$ cat src/rtl/sync_fifo_fwft.sv
// rtl/sync_fifo_fwft.sv - Synchronous FIFO with any DEPTH >= 2, standard or first-word-fall-through read.
// Optional error flags (overflow/underflow/err_clr) are enabled by defining SYNC_FIFO_ERR_EN.
module sync_fifo_fwft #(
    parameter int DEPTH     = 8,
    parameter int WIDTH     = 16,
    parameter int AFULL_TH  = DEPTH - 2,
    parameter int AEMPTY_TH = 2,
    parameter int FWFT      = 0
) (
    input  logic                         clk,
    input  logic                         rstn,
    input  logic                         flush,
`ifdef SYNC_FIFO_ERR_EN
    input  logic                         err_clr,
    output logic                         overflow,
    output logic                         underflow,
`endif
    input  logic                         wr_valid,
    output logic                         wr_ready,
    input  logic [WIDTH-1:0]             wr_data,
    input  logic                         rd_ready,
    output logic                         rd_valid,
    output logic [WIDTH-1:0]             rd_data,
    output logic [$clog2(DEPTH+1)-1:0]   count,
    output logic                         full,
    output logic                         empty,
    output logic                         almost_full,
    output logic                         almost_empty
);

    localparam int PTR_W = $clog2(DEPTH);
    localparam int CNT_W = $clog2(DEPTH + 1);

    if (DEPTH < 2 || AFULL_TH > DEPTH || AEMPTY_TH > DEPTH) begin : g_bad_cfg
        $fatal(1, "sync_fifo_fwft: illegal DEPTH/AFULL_TH/AEMPTY_TH combination");
    end

    logic [WIDTH-1:0] mem [DEPTH];
    logic [PTR_W-1:0] wr_ptr;
    logic [PTR_W-1:0] rd_ptr;
    logic [CNT_W-1:0] cnt_q;
    logic             push;
    logic             pop;

    // Explicit wrap so non-power-of-two depths never index past the last entry.
    function automatic logic [PTR_W-1:0] ptr_inc(input logic [PTR_W-1:0] p);
        return (p == PTR_W'(DEPTH - 1)) ? '0 : p + PTR_W'(1);
    endfunction

    assign full         = (cnt_q == CNT_W'(DEPTH));
    assign empty        = (cnt_q == '0);
    assign almost_full  = (cnt_q >= CNT_W'(AFULL_TH));
    assign almost_empty = (cnt_q <= CNT_W'(AEMPTY_TH));
    assign count        = cnt_q;
    assign wr_ready     = !full;

    // Flush discards any push or pop requested in the same cycle.
    assign push = wr_valid && !full && !flush;
    assign pop  = rd_ready && !empty && !flush;

    always_ff @(posedge clk or negedge rstn) begin
        if (!rstn) begin
            wr_ptr <= '0;
            rd_ptr <= '0;
            cnt_q  <= '0;
        end else if (flush) begin
            wr_ptr <= '0;
            rd_ptr <= '0;
            cnt_q  <= '0;
        end else begin
            if (push) wr_ptr <= ptr_inc(wr_ptr);
            if (pop)  rd_ptr <= ptr_inc(rd_ptr);
            case ({push, pop})
                2'b10:   cnt_q <= cnt_q + CNT_W'(1);
                2'b01:   cnt_q <= cnt_q - CNT_W'(1);
                default: cnt_q <= cnt_q;
            endcase
        end
    end

    always_ff @(posedge clk) begin
        if (push) mem[wr_ptr] <= wr_data;
    end

    if (FWFT != 0) begin : g_fwft
        // Head word is presented directly; forced to zero while empty so reset shows 0.
        assign rd_valid = !empty;
        assign rd_data  = empty ? '0 : mem[rd_ptr];
    end else begin : g_std
        always_ff @(posedge clk or negedge rstn) begin
            if (!rstn) begin
                rd_valid <= 1'b0;
                rd_data  <= '0;
            end else begin
                rd_valid <= pop;
                if (pop) rd_data <= mem[rd_ptr];
            end
        end
    end

`ifdef SYNC_FIFO_ERR_EN
    // A new error in the same cycle as err_clr keeps the flag set.
    always_ff @(posedge clk or negedge rstn) begin
        if (!rstn) begin
            overflow  <= 1'b0;
            underflow <= 1'b0;
        end else if (flush) begin
            overflow  <= 1'b0;
            underflow <= 1'b0;
        end else begin
            if (wr_valid && full)       overflow <= 1'b1;
            else if (err_clr)           overflow <= 1'b0;
            if (rd_ready && empty)      underflow <= 1'b1;
            else if (err_clr)           underflow <= 1'b0;
        end
    end
`endif

endmodule

$ cat config.mk
export PLATFORM = sky130hd
export DESIGN_NAME = sync_fifo_fwft
export DESIGN_NICKNAME = d
export VERILOG_FILES = /design/src/rtl/sync_fifo_fwft.sv
export SDC_FILE = /design/constraint.sdc
export NUM_CORES = 1
export LEC_CHECK = 0
export CAP_MARGIN = 20
export CORE_MARGIN = 1
export CORE_UTILIZATION = 58
export CTS_CLUSTER_DIAMETER = 200
export DETAILED_ROUTE_END_ITERATION = 8
export GPL_TIMING_DRIVEN = 0
export PLACE_DENSITY = 0.77
export SYNTH_ARGS = -nofsm -noshare
export SYNTH_HDL_FRONTEND = slang
export SYNTH_SLANG_ARGS = --single-unit
export TNS_END_PERCENT = 5
$ cat constraint.sdc
create_clock -name clk -period 4 [get_ports clk]
set_input_delay 0.6 -clock clk [delete_from_list [all_inputs] [get_ports clk]]
set_output_delay 0.6 -clock clk [all_outputs]
set_load 0.05 [all_outputs]
==> out/results.ini <==
[drt]
final_antenna_net_count=0
firstDrtPassIters=4
wl_per_cell_um=22.1
viasPerCell=5.96
via_count=3295
totalWireLength_um=12200
drc_errors=0
dr.first_iter.drc_count=174

[placement]
pre_cts_ws_ns=0.944
dp.cells=521
dpl.hpwl_um=7960
gp_congestion=0.776
io_buffers=46

[job]
cap_viol_max_count=0

[worst_setup_path]
r2r_end=count[3]
endpoint_kind=primary output
criticalPathCategory=flip-flop to primary output
crit_arrival_ns=2.64
ff2ff_path_depth=10
r2r-start=count[0]
cp-startpoint=count[0]
crit_chain=buf_6 -> or4b_1 -> buf_6 -> inv_1 -> clkdlybuf4s50_1
worst_ep_required_time_ns=3.40
cpPeakStageDelay_ns=0.79
r2r_setup_slack_ns=1.08
path_common_cell=buf_6
critPathLaunchType=flip-flop
crit_fanout=10
cp_slowest_cell=clkdlybuf4s50_1

[sta]
hold_viol_final=0
worst_slew_pin_slew_ns=0.976
fmax_mhz=309
finalCriticalPeriod_ns=3.24
rsz0062_at_grt=false
max_slew_margin=0.346
setup_slack_ns=0.763
slew_viol_final=0
finalSetupViolCount=0
clock_skew_ns=0.00764
fin_crit_sh=0.809

[floorplanning]
die_area_sq_mm=0.0111
coreArea_sq_mm=0.0103
initial_utilization=0.598
io_pins=47
die_y_um=105
num_rows=37
die_x_um=105

[finish]
mostFrequentLayoutCell=edfxtp_1
antenna_cells=0
fin_util=0.733
stdcell_count=553
layout_common_cells=128 x edfxtp_1, 46 x clkdlybuf4s50_1, 32 x mux4_2
nets=432
layout-drive-gt1-share=0.228
area.growth.synth_to_final_pct=22.6

[power_and_ir_drop]
p_leak_nw=2.57
max-vdd-ir-drop_mv=0.425
power_density_mw_per_mm2=685
switching_share=0.332
power_switching_mw=1.72
power_frac_seq=0.387
power_frac_clock=0.305
combPwrFrac=0.308
p_int_mw=3.46

[synth]
synth_edf_count=128
synth_nets=357
syn_area_per_cell_sq_um=18.8
syn_area_sq_mm=0.00617
async_flop_share=0.174
yosysWarnings=0
synth_seq_area_share=0.732
ys.flop_type=edfxtp_1
ys_types=40
postSynthCellCount=329
ys_ff_latch=155

[worst_hold_path]
min_path_type=input pin to async pin

[outcome]
status=finished clean

[clocking]
cts_resized=0
cts_buffers=17
post_cts_buffers=0
cts_tree=built
cts_sinks=155
htreeDepth=4
cts-root-buf=clkbuf_8
insertion_delay_ns=0.52
path_clk_slew_ns=0.06
hold_buffers=0
cts_buffer_depth=2

[global_routing]
grt_first_pass_wirelength_um=19300
grt_overflow_total=0
grt_util_all_layers=0.247
antenna_found_initial=0
grt_start_max_net_pins=19
grt_pass1_vias=3477

## power groups by stage
stage / sequential, mW / combinational, mW / clock (mW)
floorplan: 2.37 / 0.754 / 0
global placement: 2.03 / 1.56 / 0
detailed placement: 2.04 / 1.61 / 0
CTS: 2.01 / 1.62 / 1.59
global route: 2.02 / 1.71 / 1.66
finish: 2.00 / 1.60 / 1.58
## cell families (layout without fill, tap and decap cells)
| group | Yosys count | in the layout | synth area share |
|---|---|---|---|
| simple gates | 58 | 58 | 0.0466 |
| fa+ha+maj | 7 | 7 | 0.0154 |
| xor+xnor | 2 | 2 | 0.00284 |
| flops | 155 | 155 | 0.732 |
| buf+inv | 21 | 109 | 0.0168 |
| compound gates | 36 | 36 | 0.0401 |
| mux | 50 | 50 | 0.146 |
## Yosys cell counts, drive strengths merged, types with 2 or more instances
cell type,count,area (sq um)
ha,6,75.1
a21oi,24,128
buf,11,66.3
nand2b,3,18.8
inv,3,11.3
a211oi,3,27.5
nand3,4,25.0
nand2,8,30.0
a21o,2,15.0
dfrtp,27,676
mux4,32,721
nor2,26,97.6
nor3,4,20.0
edfxtp,128,3840
or3,3,18.8
mux2i,18,180
nor4,2,12.5
clkbuf,7,26.3
nor3b,3,27.5
## state kept, by name, indices dropped and copies added (netlist names)
signal	count
count	4
mem	128
rd_data	16
rd_ptr	3
rd_valid	1
wr_ptr	3
## per-stage QoR
step,hold WS (ns),area (sq um),power [mW],TNS [ns]
6_report,0.460,7570,5.18,0
4_1_cts,0.463,7570,5.21,0
5_1_grt,0.483,7570,5.39,0
3_5_place_dp,0.523,6980,3.65,0
2_1_floorplan,0.304,6170,3.12,0
3_3_place_gp,0.511,6800,3.59,-13.28
## worst max path at each step
| stage | cells after the start | slack (ns) | to |
|---|---|---|---|
| global route | 5 | 0.67 | full |
| global placement | 5 | -0.56 | mem[0][8] |
| CTS | 5 | 0.73 | full |
| finish | 5 | 0.76 | full |
| detailed placement | 6 | 0.94 | mem[1][8] |
| floorplan | 5 | 0.74 | mem[0][0] |
## layout make-up
class	instances	area [sq um]
Sequential cell	155	4520
Fill cell	620	2760
Multi-Input combinational cell	153	1570
Timing Repair Buffer	56	616
Clock buffer	19	422
Tap cell	136	170
Clock inverter	13	164
Buffer	18	92.6
Inverter	3	11.3
## layer usage
metal | wire length [um] | GRT usage
met1 | 5110 | 0.330
met2 | 6280 | 0.406
met3 | 583 | 0.0568
met4 | 238 | 0.0825
met5 | 0 | 0
## worst max-delay path, delay by kind of cell, from the launching register on
family	cells	cell delay [ns]
buffers and inverters	4	1.17
DFF	1	0.42
and+or+nand+nor	1	0.54
Note: power is estimated with default switching activity, not from simulation.
